$ cat config.mk
export PLATFORM = sky130hd
export DESIGN_NAME = multicycle_ctrl
export DESIGN_NICKNAME = d
export VERILOG_FILES = /design/src/rtl/multicycle_ctrl.sv
export SDC_FILE = /design/constraint.sdc
export NUM_CORES = 1
export LEC_CHECK = 0
export ABC_AREA = 1
export CAP_MARGIN = 20
export CORE_UTILIZATION = 60
export DETAILED_ROUTE_END_ITERATION = 16
export DONT_BUFFER_PORTS = 1
export GPL_ROUTABILITY_DRIVEN = 1
export PLACE_DENSITY = 0.83
export SLEW_MARGIN = 10
export SYNTH_ARGS = -nofsm -noshare
export SYNTH_HDL_FRONTEND = slang
export SYNTH_SLANG_ARGS = --single-unit
$ cat constraint.sdc
create_clock -name clk -period 1.6 [get_ports clk]
set_input_delay 0.32 -clock clk [delete_from_list [all_inputs] [get_ports clk]]
set_output_delay 0.32 -clock clk [all_outputs]
set_load 0.03 [all_outputs]
$ cat src/rtl/multicycle_ctrl.sv
// multicycle_ctrl: control FSM for a multicycle RV32 datapath.
// Drives the register/PC/memory strobes and the operand selects for each
// state. The instruction class is captured in DECODE.
// Build option: define MEM_READY_EN so that FETCH and MEM stall on
// mem_ready_i, with a wait counter that traps after WAIT_TIMEOUT cycles.
//
// state  | meaning
// FETCH  | memory read of the instruction, IR load on completion
// DECODE | classify opcode, trap on illegal encodings
// EXEC   | ALU operation; a branch resolves here
// MEM    | data load/store; a store retires here
// WB     | register writeback plus PC update
// TRAP   | sticky fault, all strobes off until reset
module multicycle_ctrl #(
    parameter int WAIT_TIMEOUT = 16
) (
    input  logic        clk,
    input  logic        rst_n,
    input  logic [31:0] instr_i,
    input  logic        branch_taken_i,
    input  logic        mem_ready_i,
    output logic        ir_write_o,
    output logic        pc_write_o,
    output logic [1:0]  pc_src_o,
    output logic [2:0]  imm_sel_o,
    output logic [1:0]  alu_src_a_o,
    output logic [1:0]  alu_src_b_o,
    output logic [1:0]  alu_op_o,
    output logic        mem_req_o,
    output logic        mem_we_o,
    output logic        reg_write_o,
    output logic [1:0]  wb_sel_o,
    output logic [2:0]  state_o,
    output logic        fault_o
);

    typedef enum logic [2:0] {
        FETCH  = 3'd0,
        DECODE = 3'd1,
        EXEC   = 3'd2,
        MEM    = 3'd3,
        WB     = 3'd4,
        TRAP   = 3'd7
    } state_e;

    typedef enum logic [3:0] {
        C_R, C_IALU, C_LOAD, C_STORE, C_BRANCH, C_LUI, C_AUIPC, C_JAL, C_JALR
    } cls_e;

    state_e state_q, state_d;
    cls_e   cls_q, cls_d;
    logic   fault_q, fault_d;
    logic   illegal;
    logic   xfer_done;
    logic   xfer_timeout;

    // Only the opcode field steers control; the other instruction bits are datapath-only.
    logic unused_sig;
    assign unused_sig = ^{instr_i[31:7], mem_ready_i, WAIT_TIMEOUT[0]};

`ifdef MEM_READY_EN
    localparam int CW = (WAIT_TIMEOUT < 1) ? 1 : $clog2(WAIT_TIMEOUT + 1);
    logic [CW-1:0] wait_q, wait_d;

    // Transfer completion and timeout; a ready on the terminal cycle still wins.
    always_comb begin
        xfer_done    = mem_ready_i;
        xfer_timeout = !mem_ready_i && (wait_q == CW'(WAIT_TIMEOUT));
    end

    // Count stalled cycles while in a memory state, clear whenever the state changes.
    always_comb begin
        wait_d = '0;
        if ((state_q == FETCH || state_q == MEM) && !xfer_done && !xfer_timeout)
            wait_d = wait_q + CW'(1);
    end

    // Wait counter register.
    always_ff @(posedge clk or negedge rst_n) begin
        if (!rst_n) wait_q <= '0;
        else        wait_q <= wait_d;
    end
`else
    // Memory always answers in the same cycle.
    always_comb begin
        xfer_done    = 1'b1;
        xfer_timeout = 1'b0;
    end
`endif

    // Opcode classification; anything unlisted (including low bits != 11) is illegal.
    always_comb begin
        cls_d   = C_R;
        illegal = 1'b0;
        case (instr_i[6:0])
            7'b0110011: cls_d = C_R;
            7'b0010011: cls_d = C_IALU;
            7'b0000011: cls_d = C_LOAD;
            7'b0100011: cls_d = C_STORE;
            7'b1100011: cls_d = C_BRANCH;
            7'b0110111: cls_d = C_LUI;
            7'b0010111: cls_d = C_AUIPC;
            7'b1101111: cls_d = C_JAL;
            7'b1100111: cls_d = C_JALR;
            default:    illegal = 1'b1;
        endcase
    end

    // State, class and fault registers.
    always_ff @(posedge clk or negedge rst_n) begin
        if (!rst_n) begin
            state_q <= FETCH;
            cls_q   <= C_R;
            fault_q <= 1'b0;
        end else begin
            state_q <= state_d;
            fault_q <= fault_d;
            if (state_q == DECODE) cls_q <= cls_d;
        end
    end

    assign fault_d = fault_q | (state_d == TRAP);
    assign state_o = state_q;
    assign fault_o = fault_q;

    // Immediate format follows the captured class; forced to 0 while in reset.
    always_comb begin
        imm_sel_o = 3'b000;
        if (rst_n) begin
            case (cls_q)
                C_IALU, C_LOAD, C_JALR: imm_sel_o = 3'b000;
                C_STORE:                imm_sel_o = 3'b001;
                C_BRANCH:               imm_sel_o = 3'b010;
                C_LUI, C_AUIPC:         imm_sel_o = 3'b011;
                C_JAL:                  imm_sel_o = 3'b100;
                default:                imm_sel_o = 3'b000;
            endcase
        end
    end

    // Next state and per-state strobes; everything is held low during reset.
    always_comb begin
        state_d     = state_q;
        ir_write_o  = 1'b0;
        pc_write_o  = 1'b0;
        pc_src_o    = 2'b00;
        alu_src_a_o = 2'b00;
        alu_src_b_o = 2'b00;
        alu_op_o    = 2'b00;
        mem_req_o   = 1'b0;
        mem_we_o    = 1'b0;
        reg_write_o = 1'b0;
        wb_sel_o    = 2'b00;
        if (rst_n) begin
            case (state_q)
                FETCH: begin
                    mem_req_o = 1'b1;
                    if (xfer_done) begin
                        ir_write_o = 1'b1;
                        state_d    = DECODE;
                    end else if (xfer_timeout) begin
                        state_d = TRAP;
                    end
                end
                DECODE: state_d = illegal ? TRAP : EXEC;
                EXEC: begin
                    case (cls_q)
                        C_R:                     alu_op_o = 2'b10;
                        C_IALU: begin alu_src_b_o = 2'b01; alu_op_o = 2'b10; end
                        C_LOAD, C_STORE, C_JALR: alu_src_b_o = 2'b01;
                        C_LUI:   begin alu_src_a_o = 2'b10; alu_src_b_o = 2'b01; end
                        C_AUIPC: begin alu_src_a_o = 2'b01; alu_src_b_o = 2'b01; end
                        C_BRANCH:                alu_op_o = 2'b01;
                        default:                 alu_op_o = 2'b00;
                    endcase
                    if (cls_q == C_BRANCH) begin
                        pc_write_o = 1'b1;
                        pc_src_o   = branch_taken_i ? 2'b01 : 2'b00;
                        state_d    = FETCH;
                    end else if (cls_q == C_LOAD || cls_q == C_STORE) begin
                        state_d = MEM;
                    end else begin
                        state_d = WB;
                    end
                end
                MEM: begin
                    mem_req_o = 1'b1;
                    mem_we_o  = (cls_q == C_STORE);
                    if (xfer_done) begin
                        if (cls_q == C_STORE) begin
                            pc_write_o = 1'b1;
                            state_d    = FETCH;
                        end else begin
                            state_d = WB;
                        end
                    end else if (xfer_timeout) begin
                        state_d = TRAP;
                    end
                end
                WB: begin
                    reg_write_o = 1'b1;
                    pc_write_o  = 1'b1;
                    case (cls_q)
                        C_LOAD:  wb_sel_o = 2'b01;
                        C_JAL:   begin wb_sel_o = 2'b10; pc_src_o = 2'b01; end
                        C_JALR:  begin wb_sel_o = 2'b10; pc_src_o = 2'b10; end
                        default: wb_sel_o = 2'b00;
                    endcase
                    state_d = FETCH;
                end
                TRAP:    state_d = TRAP;
                default: state_d = TRAP;
            endcase
        end
    end

endmodule

==> impl_metrics.prom, run 1 <==
# TYPE chip_impl_metric gauge
chip_impl_info{name="outcome",value="aborted with a tool error"} 1
chip_impl_info{name="failed_stage",value="clock tree synthesis (4_1_cts)"} 1
chip_impl_info{name="stop_error",value="[ERROR DPL-0033] detailed placement checks failed during check placement."} 1
chip_impl_metric{name="postSynth.asyncResetShare",unit=""} 1.00
chip_impl_metric{name="synth_fp_nets",unit=""} 182
chip_impl_metric{name="synth.ff_latch_count",unit=""} 8
chip_impl_metric{name="dieWidth",unit="um"} 40.2
chip_impl_metric{name="cts_setup_buffers",unit=""} 8
chip_impl_metric{name="placementRows",unit=""} 13
chip_impl_info{name="synth.area.top_cells",value="sky130_fd_sc_hd__dfrtp_1, sky130_fd_sc_hd__nand2_1, sky130_fd_sc_hd__nor2_1, sky130_fd_sc_hd__inv_1, sky130_fd_sc_hd__ha_1"} 1
chip_impl_metric{name="cts_buffers",unit=""} 3
chip_impl_metric{name="synth.yosys.warnings",unit=""} 0
chip_impl_metric{name="synth_area",unit="um^2"} 873
chip_impl_metric{name="placed_cells_incl_taps",unit=""} 174
chip_impl_info{name="postSynth.topFlopCell",value="sky130_fd_sc_hd__dfrtp_1"} 1
chip_impl_metric{name="synth_cells",unit=""} 141
chip_impl_metric{name="tritoncts_num_sinks",unit=""} 8
chip_impl_info{name="cts_root_buffer",value="sky130_fd_sc_hd__clkbuf_4"} 1
chip_impl_metric{name="synth_edf_count",unit=""} 0
chip_impl_metric{name="ioPinCount",unit=""} 58
chip_impl_info{name="synth_commonest_cells",value="sky130_fd_sc_hd__nand2_1, sky130_fd_sc_hd__nor2_1, sky130_fd_sc_hd__inv_1"} 1
chip_impl_metric{name="synth_largest_type_area_fraction",unit=""} 0.229
chip_impl_metric{name="ctsHtreeMaxLevel",unit=""} 1
chip_impl_metric{name="cts_resized",unit=""} 36
chip_impl_metric{name="count_of_distinct_cell_types_in_the_synthesized_netlist",unit=""} 26
chip_impl_metric{name="syn-mean-instance-area",unit="um^2"} 6.19
chip_impl_metric{name="seq_area_frac_synth",unit=""} 0.229
chip_impl_metric{name="place.detailed.hpwl",unit="mm"} 1.72
chip_impl_metric{name="die_y",unit="um"} 40.2
chip_impl_info{name="synth_most_common_cell",value="sky130_fd_sc_hd__nand2_1"} 1
chip_impl_metric{name="clock_path_buffers",unit=""} 2
chip_impl_metric{name="port_buffer_cells",unit=""} 0
chip_impl_metric{name="floorplan.initialDensity",unit=""} 0.655
chip_impl_metric{name="gp_congestion",unit=""} 0.814
chip_impl_info{name="synth_area_leader_cell",value="sky130_fd_sc_hd__dfrtp_1"} 1
-- metrics by stage --
step                setup TNS (ps)  worst slack [ps]  utilization  cell area (um^2)  hold WS (ps)
detailed placement           -33.9             -25.1        0.834              1110          24.6
global placement                 0              26.1        0.834              1110          24.6
floorplan                     -489              -107            -               958          24.4
-- cells by family after synthesis --
family                   after synthesis  synth area share
buffers and inverters                 22             0.103
AO/OA/AOI/OAI                         19             0.135
other                                  1           0.00429
AND/OR/NAND/NOR                       86             0.457
flip-flops                             8             0.229
adder cells (fa/ha/maj)                5            0.0716
==> run 2, diff against run 1 <==
- CORE_AREA: not set -> 2 2 63 65
- CORE_UTILIZATION: 60 -> not set
- DIE_AREA: not set -> 0 0 65 67
- PLACE_DENSITY: 0.83 -> not set
- PLACE_DENSITY_LB_ADDON: not set -> 0.15
==> run 2 against run 1 <==
  * The flow now finishes, with violations (negative setup slack)
  * Area after synthesis stayed put
  * Synthesized cell count stayed put
==> impl_metrics.prom, run 2 <==
# TYPE chip_impl_metric gauge
chip_impl_info{name="outcome",value="finished with violations"} 1
chip_impl_info{name="violations",value="negative setup slack"} 1
chip_impl_metric{name="cts.reportedPaths.clkPinSlew",unit="ps"} 40
chip_impl_metric{name="drt-pass1-iter-count",unit=""} 2
chip_impl_metric{name="static-leakage-power",unit="nW"} 0.617
chip_impl_info{name="rsz0062_at_grt",value="yes"} 1
chip_impl_metric{name="place.detailed.hpwl",unit="mm"} 1.87
chip_impl_info{name="path_cells",value="inv_2 > ha_2 > nand2_1 > nand2_2 > nor2_4 > a31oi_4"} 1
chip_impl_info{name="synth_area_leader_cell",value="sky130_fd_sc_hd__dfrtp_1"} 1
chip_impl_metric{name="report.final.setup_viol",unit=""} 15
chip_impl_info{name="layout_commonest_cell",value="sky130_fd_sc_hd__nand2_1"} 1
chip_impl_metric{name="worstSkewPairLatency",unit="ps"} 230
chip_impl_metric{name="cts_buffers",unit=""} 3
chip_impl_metric{name="count_of_distinct_cell_types_in_the_synthesized_netlist",unit=""} 26
chip_impl_info{name="synth_most_common_cell",value="sky130_fd_sc_hd__nand2_1"} 1
chip_impl_metric{name="seq_area_frac_synth",unit=""} 0.229
chip_impl_metric{name="finalInstanceArea",unit="um^2"} 1530
chip_impl_metric{name="drt-total-wl",unit="mm"} 2.42
chip_impl_metric{name="final_util",unit=""} 0.423
chip_impl_metric{name="coreArea",unit="um^2"} 3610
chip_impl_metric{name="dieWidth",unit="um"} 65
chip_impl_metric{name="finish.net_count",unit=""} 219
chip_impl_metric{name="yosys.area_share.simple",unit=""} 0.457
chip_impl_metric{name="synth_largest_type_area_fraction",unit=""} 0.229
chip_impl_metric{name="wire_length_of_the_first_global_routing_pass",unit="mm"} 3.89
chip_impl_info{name="source_of_the_worst_register_to_register_timing_path",value="state_o[0]"} 1
chip_impl_metric{name="placed_area",unit="um^2"} 1180
chip_impl_metric{name="synth-compound-area-share",unit=""} 0.135
chip_impl_metric{name="synth_fp_nets",unit=""} 182
chip_impl_metric{name="antenna_violating_nets_post_route",unit=""} 0
chip_impl_info{name="cpMaxStageDelayCell",value="sky130_fd_sc_hd__dfrtp_1"} 1
chip_impl_metric{name="layout-area-overhead-vs-synth",unit="%"} 74.8
chip_impl_metric{name="multi_input_comb_area",unit="um^2"} 811
chip_impl_metric{name="remaining_drc_errors",unit=""} 0
chip_impl_metric{name="grt_start_max_net_pins",unit=""} 13
chip_impl_metric{name="yosys-mux-area-fraction",unit=""} 0
chip_impl_metric{name="clock_path_buffers",unit=""} 2
chip_impl_metric{name="finalMaxSlewViolations",unit=""} 0
chip_impl_metric{name="intPower",unit="mW"} 0.385
chip_impl_info{name="setup.worst_path.start_class",value="flip-flop"} 1
chip_impl_info{name="synth_commonest_cells",value="sky130_fd_sc_hd__nand2_1, sky130_fd_sc_hd__nor2_1, sky130_fd_sc_hd__inv_1"} 1
chip_impl_metric{name="tightest_slew",unit="ps"} 608
chip_impl_metric{name="worst-endpoint-arrival",unit="ps"} 1430
chip_impl_info{name="min_delay_worst_endpoint",value="cls_q[3]"} 1
chip_impl_metric{name="power_per_cell_area",unit="nW/um^2"} 321
chip_impl_metric{name="r2r.worst_path.cells",unit=""} 10
chip_impl_metric{name="placementRows",unit=""} 22
chip_impl_info{name="cp-end-kind",value="output port"} 1
chip_impl_metric{name="avgRoutedWirePerCell",unit="um"} 10.8
chip_impl_metric{name="number_of_hold_violations_in_the_final_report",unit=""} 0
chip_impl_info{name="worst-setup-path-type",value="flip-flop to output port"} 1
chip_impl_metric{name="port_buffer_cells",unit=""} 0
chip_impl_info{name="worst_hold_path_type",value="input port to flip-flop"} 1
chip_impl_metric{name="min_period_over_period",unit=""} 1.09
chip_impl_metric{name="fmaxAchievable",unit="MHz"} 573
chip_impl_info{name="postSynth.topFlopCell",value="sky130_fd_sc_hd__dfrtp_1"} 1
chip_impl_metric{name="synth.yosys.warnings",unit=""} 0
chip_impl_metric{name="postSynth.asyncResetShare",unit=""} 1.00
chip_impl_metric{name="gp_congestion",unit=""} 0.801
chip_impl_metric{name="grt_antenna_before_repair",unit=""} 0
chip_impl_info{name="tritoncts",value="built"} 1
chip_impl_metric{name="grt_overflow",unit=""} 0
chip_impl_metric{name="swShare",unit=""} 0.214
chip_impl_info{name="critPathTopFamily",value="flip-flops"} 1
chip_impl_metric{name="floorplan.initialDensity",unit=""} 0.242
chip_impl_metric{name="syn-mean-instance-area",unit="um^2"} 6.19
chip_impl_info{name="critical_path.reg2reg.endpoint",value="fault_o"} 1
chip_impl_metric{name="worst_ep_required_time",unit="ps"} 1280
chip_impl_metric{name="power_switching",unit="mW"} 0.105
chip_impl_metric{name="area.sequential",unit="um^2"} 205
chip_impl_metric{name="power.share.sequential",unit=""} 0.415
chip_impl_metric{name="synth_area",unit="um^2"} 873
chip_impl_metric{name="ioPinCount",unit=""} 58
chip_impl_metric{name="largest_reg_flops",unit=""} 4
chip_impl_metric{name="dr.first_iter.drc_count",unit=""} 14
chip_impl_metric{name="hold_depth",unit=""} 4
chip_impl_metric{name="vias_in_the_first_global_route",unit=""} 930
chip_impl_metric{name="worstPathBufferInverterCount",unit=""} 1
chip_impl_metric{name="grtUsageTotal",unit=""} 0.114
chip_impl_metric{name="combinationalPowerShare",unit=""} 0.077
chip_impl_metric{name="synth_cells",unit=""} 141
chip_impl_metric{name="post_synth_fa_ha_maj_area_fraction",unit=""} 0.0716
chip_impl_metric{name="ctsHtreeMaxLevel",unit=""} 1
chip_impl_metric{name="clock_skew",unit="ps"} 5.57
chip_impl_metric{name="largest_voltage_drop_on_the_vdd_net",unit="V"} 0.000150
chip_impl_metric{name="finalHoldWorstSlack",unit="ps"} 366
chip_impl_metric{name="xor_xnor_fraction_of_synth_area",unit=""} 0
chip_impl_info{name="cts_root_buffer",value="sky130_fd_sc_hd__clkbuf_8"} 1
chip_impl_metric{name="route.detailed.vias_per_inst",unit=""} 4.33
chip_impl_info{name="synth.area.top_cells",value="sky130_fd_sc_hd__dfrtp_1, sky130_fd_sc_hd__nand2_1, sky130_fd_sc_hd__nor2_1, sky130_fd_sc_hd__inv_1, sky130_fd_sc_hd__ha_1"} 1
chip_impl_metric{name="tritoncts_num_sinks",unit=""} 8
chip_impl_info{name="start_point_of_the_worst_hold_path",value="instr_i[6]"} 1
chip_impl_metric{name="cp_max_fo",unit=""} 3
chip_impl_metric{name="synth.ff_latch_count",unit=""} 8
chip_impl_info{name="synth_top_family_by_area",value="simple AND/OR/NAND/NOR gates"} 1
chip_impl_metric{name="finalWorstSetupSlack",unit="ps"} -146
chip_impl_metric{name="worst_path_largest_cell_delay",unit="ps"} 400
chip_impl_metric{name="design.die.area",unit="um^2"} 4360
chip_impl_info{name="final_cell_mix",value="sky130_fd_sc_hd__nand2_1, sky130_fd_sc_hd__buf_6, sky130_fd_sc_hd__nor2_1, sky130_fd_sc_hd__buf_4"} 1
chip_impl_metric{name="n_fill_cell",unit=""} 371
chip_impl_metric{name="die_y",unit="um"} 67
chip_impl_metric{name="cap_violations",unit=""} 0
chip_impl_metric{name="timing.max_slew.rel_slack",unit=""} 0.594
chip_impl_metric{name="post_route_cells_drive_above_1_share",unit=""} 0.554
chip_impl_metric{name="pwr-share-clk",unit=""} 0.508
chip_impl_metric{name="detailroute.via_count",unit=""} 975
chip_impl_info{name="regMostFlops",value="cls_q"} 1
chip_impl_metric{name="ff2ff_setup_slack",unit="ps"} 70
chip_impl_metric{name="antenna_cells_inserted",unit=""} 0
chip_impl_metric{name="period_needed",unit="ps"} 1750
chip_impl_metric{name="synth_edf_count",unit=""} 0
[run 2: tightest hold or removal path, delay by kind of cell]
kind                   cells  cell delay [ps]
AND/OR/NAND/NOR            2              110
AO/OA/AOI/OAI              1               70
buffers and inverters      1               50
[run 2: logic make-up after synthesis]
group	count (synthesis)
AND/OR/NAND/NOR	86
buffers and inverters	22
AO/OA/AOI/OAI	19
flip-flops	8
adder cells (fa/ha/maj)	5
other	1
[run 2: power by group through the flow]
stage | clock network (mW) | logic, mW | registers, mW
after floorplan | 0 | 0.0299 | 0.206
after global placement | 0 | 0.0306 | 0.206
after detailed placement | 0 | 0.0307 | 0.206
after CTS | 0.258 | 0.0374 | 0.203
after global routing | 0.267 | 0.0429 | 0.203
final | 0.249 | 0.0377 | 0.203
[run 2: metal layers]
metal	GRT usage	part of all wire	up-vias
met3	0.0152	0.036	2
met5	0	0	-
met2	0.222	0.55	20
met4	0.0479	0.0033	0
li1	-	-	514
met1	0.122	0.41	439
[run 2: metrics by stage]
stage	total power, mW	worst slack (ps)	cells	setup TNS (ps)
after floorplan	0.236	-107	141	-489
after global placement	0.237	-4.64	210	-5.67
after detailed placement	0.237	-17.9	210	-20.0
after CTS	0.499	-148	221	-1490
after global routing	0.513	-244	225	-2270
final	0.489	-146	225	-1150
[run 2: layout make-up]
cell class | count | share of cell area
flip-flops and latches | 8 | 0.134
repair buffers | 34 | 0.213
multi-input cells | 111 | 0.531
inverters | 20 | 0.0525
well taps | 48 | 0.0393
clock buffers | 4 | 0.0295
[run 2: how the worst max path moves through the flow]
stage / slack, ps / depth (start not counted) / start / end
after floorplan: -110 / 7 / state_o[1] / wb_sel_o[1]
after global placement: -5 / 5 / cls_q[1] / wb_sel_o[1]
after detailed placement: -20 / 7 / cls_q[1] / pc_src_o[0]
after CTS: -150 / 4 / cls_q[0] / alu_src_b_o[0]
after global routing: -240 / 6 / cls_q[1] / alu_src_b_o[0]
final: -150 / 6 / cls_q[1] / alu_src_b_o[0]
[run 2: timing repair]
item,in CTS,in global routing
hold endpoints to repair,8,0
setup buffers,6,4
pin swaps,12,5
resized for setup,43,17
endpoints found under the setup margin,16,19
hold buffers,1,0
No activity file was read; power rests on OpenSTA's default activity.
==> run 3, diff against run 2 <==
- PLACE_DENSITY: not set -> 0.47
- PLACE_DENSITY_LB_ADDON: 0.15 -> not set
==> run 3 against run 2 <==
  * The run still ends with negative setup slack left
  * Maximum frequency is 2.1% lower
  * Clock skew hardly changed
  * Combinational power is 2% higher
  * Via count is 5.2% higher
  * Utilization is 1.7 points higher
  * Worst setup slack worse by 37 ps
  * Register-to-register slack better by 70 ps
  * Die area stayed put
  * Sequential power hardly changed
  * Cell count is 1.3% higher
  * Clock-buffer cell count stayed put
  * Wire length is 1.9% higher
  * Critical path type unchanged
  * Critical endpoint unchanged
  * Largest cell class unchanged
  * Highest routed layer unchanged
==> impl_metrics.prom, run 3 (synthesized netlist as in run 2, its figures left out) <==
# TYPE chip_impl_metric gauge
chip_impl_info{name="outcome",value="finished with violations"} 1
chip_impl_info{name="violations",value="negative setup slack"} 1
chip_impl_info{name="rsz0062_at_grt",value="yes"} 1
chip_impl_metric{name="vias_in_the_first_global_route",unit=""} 971
chip_impl_metric{name="cts_buffers",unit=""} 3
chip_impl_metric{name="place.detailed.hpwl",unit="mm"} 1.86
chip_impl_metric{name="wire_length_of_the_first_global_routing_pass",unit="mm"} 4.00
chip_impl_metric{name="fin_total_pwr",unit="mW"} 0.497
chip_impl_metric{name="coreArea",unit="um^2"} 3610
chip_impl_metric{name="grt_start_max_net_pins",unit=""} 13
chip_impl_metric{name="pwr-share-clk",unit=""} 0.514
chip_impl_metric{name="period_needed",unit="ps"} 1780
chip_impl_metric{name="cts.reportedPaths.clkPinSlew",unit="ps"} 40
chip_impl_metric{name="cap_violations",unit=""} 0
chip_impl_metric{name="tightest_slew",unit="ps"} 660
chip_impl_metric{name="largest_voltage_drop_on_the_vdd_net",unit="V"} 0.000179
chip_impl_metric{name="finalHoldWorstSlack",unit="ps"} 374
chip_impl_metric{name="finalInstanceArea",unit="um^2"} 1590
chip_impl_info{name="cpMaxStageDelayCell",value="sky130_fd_sc_hd__dfrtp_2"} 1
chip_impl_info{name="worst_hold_path_type",value="input port to flip-flop"} 1
chip_impl_info{name="critPathTopFamily",value="flip-flops"} 1
chip_impl_metric{name="port_buffer_cells",unit=""} 0
chip_impl_metric{name="die_y",unit="um"} 67
chip_impl_metric{name="cp_max_fo",unit=""} 5
chip_impl_metric{name="grtUsageTotal",unit=""} 0.115
chip_impl_metric{name="min_period_over_period",unit=""} 1.11
chip_impl_metric{name="finalMaxSlewViolations",unit=""} 0
chip_impl_metric{name="worst_ep_required_time",unit="ps"} 1280
chip_impl_metric{name="route.detailed.vias_per_inst",unit=""} 4.50
chip_impl_metric{name="antenna_violating_nets_post_route",unit=""} 0
chip_impl_info{name="regMostFlops",value="cls_q"} 1
chip_impl_metric{name="worstSkewPairLatency",unit="ps"} 230
chip_impl_metric{name="ioPinCount",unit=""} 58
chip_impl_metric{name="dr.first_iter.drc_count",unit=""} 29
chip_impl_metric{name="worstPathBufferInverterCount",unit=""} 1
chip_impl_metric{name="largest_reg_flops",unit=""} 4
chip_impl_metric{name="intPower",unit="mW"} 0.385
chip_impl_metric{name="hold_depth",unit=""} 4
chip_impl_info{name="start_point_of_the_worst_hold_path",value="instr_i[6]"} 1
chip_impl_metric{name="detailroute.via_count",unit=""} 1026
chip_impl_metric{name="n_fill_cell",unit=""} 364
chip_impl_metric{name="finish.cell_count_without_fillers",unit=""} 228
chip_impl_metric{name="r2r.worst_path.cells",unit=""} 9
chip_impl_info{name="source_of_the_worst_register_to_register_timing_path",value="state_o[0]"} 1
chip_impl_metric{name="clock_skew",unit="ps"} 5.72
chip_impl_metric{name="finish.net_count",unit=""} 222
chip_impl_info{name="cp-end-kind",value="output port"} 1
chip_impl_metric{name="floorplan.initialDensity",unit=""} 0.242
chip_impl_info{name="worst-setup-path-type",value="flip-flop to output port"} 1
chip_impl_metric{name="tritoncts_num_sinks",unit=""} 8
chip_impl_info{name="tritoncts",value="built"} 1
chip_impl_metric{name="grt_antenna_before_repair",unit=""} 0
chip_impl_metric{name="ctsHtreeMaxLevel",unit=""} 1
chip_impl_metric{name="number_of_hold_violations_in_the_final_report",unit=""} 0
chip_impl_metric{name="power.share.sequential",unit=""} 0.409
chip_impl_metric{name="placed_area",unit="um^2"} 1180
chip_impl_metric{name="design.die.area",unit="um^2"} 4360
chip_impl_info{name="layout_commonest_cell",value="sky130_fd_sc_hd__nand2_1"} 1
chip_impl_metric{name="drt-total-wl",unit="mm"} 2.47
chip_impl_metric{name="gp_congestion",unit=""} 0.778
chip_impl_metric{name="grt_overflow",unit=""} 0
chip_impl_metric{name="timing.max_slew.rel_slack",unit=""} 0.560
chip_impl_metric{name="post_route_cells_drive_above_1_share",unit=""} 0.550
chip_impl_info{name="final_cell_mix",value="sky130_fd_sc_hd__nand2_1, sky130_fd_sc_hd__buf_6, sky130_fd_sc_hd__buf_4"} 1
chip_impl_metric{name="worst-endpoint-arrival",unit="ps"} 1460
chip_impl_metric{name="worst-path-stages",unit=""} 4
chip_impl_metric{name="placementRows",unit=""} 22
chip_impl_metric{name="worst_path_largest_cell_delay",unit="ps"} 450
chip_impl_metric{name="finalWorstSetupSlack",unit="ps"} -183
chip_impl_metric{name="fin_setup_tns",unit="ps"} -1530
chip_impl_metric{name="dieWidth",unit="um"} 65
chip_impl_metric{name="drt-pass1-iter-count",unit=""} 4
chip_impl_metric{name="placed_cells_incl_taps",unit=""} 210
chip_impl_metric{name="static-leakage-power",unit="nW"} 0.658
chip_impl_metric{name="fmaxAchievable",unit="MHz"} 561
chip_impl_info{name="cts_root_buffer",value="sky130_fd_sc_hd__clkbuf_8"} 1
chip_impl_metric{name="power_switching",unit="mW"} 0.112
chip_impl_info{name="startpoint",value="state_o[2]"} 1
chip_impl_metric{name="remaining_drc_errors",unit=""} 0
chip_impl_metric{name="avgRoutedWirePerCell",unit="um"} 10.8
chip_impl_metric{name="power_per_cell_area",unit="nW/um^2"} 313
chip_impl_info{name="path_cells",value="nor3_4 > buf_6 > nand2_8 > a31oi_4"} 1
chip_impl_metric{name="antenna_cells_inserted",unit=""} 0
chip_impl_metric{name="layout-area-overhead-vs-synth",unit="%"} 81.7
chip_impl_metric{name="combinationalPowerShare",unit=""} 0.077
chip_impl_metric{name="report.final.setup_viol",unit=""} 16
chip_impl_metric{name="clock_path_buffers",unit=""} 2
chip_impl_metric{name="swShare",unit=""} 0.225
chip_impl_info{name="setup.worst_path.start_class",value="flip-flop"} 1
## run 3: cell type report
class | count | area, um^2 | share of cell area
Tap cell | 48 | 60.1 | 0.0379
Clock buffer | 4 | 45.0 | 0.0284
Multi-Input combinational cell | 111 | 838 | 0.528
Inverter | 20 | 82.6 | 0.0521
Timing Repair Buffer | 37 | 355 | 0.224
Sequential cell | 8 | 205 | 0.129
## run 3: layer usage
metal / track usage / routed length [um] / up-vias
met2: 0.209 / 1270 / 38
met3: 0.0152 / 131 / 7
met1: 0.134 / 1010 / 462
met5: 0 / 0 / -
met4: 0.0479 / 59 / 0
li1: - / - / 519
## run 3: what timing repair did
item,4_1_cts,5_1_grt
hold endpoints to repair,8,8
setup endpoints to repair,17,17
gates resized for setup,35,32
pin swaps,11,6
setup buffers,10,3
## run 3: per-stage QoR
| stage | worst slack (ps) | util |
|---|---|---|
| floorplan | -107 | - |
| global placement | 8.40 | 0.326 |
| detailed placement | -24.3 | 0.326 |
| CTS | -144 | 0.393 |
| global route | -234 | 0.440 |
| finish | -183 | 0.440 |
## run 3: final timing paths
kind                       slack (ps)        endpoint
max in group asynchronous         870        cls_q[3]
setup / recovery                 -180  alu_src_b_o[0]
setup reg to reg                  140         fault_o
hold / removal                    370        cls_q[3]
min in group asynchronous         440         fault_o
hold reg to reg                   590        cls_q[3]
## run 3: worst min-delay path: stages
cell and delay, ps:
sky130_fd_sc_hd__inv_1 50, sky130_fd_sc_hd__nor2_1 50, sky130_fd_sc_hd__nand2_1 70, sky130_fd_sc_hd__o21ai_0 70
## run 3: power by group through the flow
stage	registers [mW]	clock network (mW)	logic [mW]
after CTS	0.203	0.261	0.0311
final	0.203	0.256	0.0384
after floorplan	0.206	0	0.0299
after detailed placement	0.206	0	0.0305
after global placement	0.206	0	0.0303
after global routing	0.203	0.269	0.0442
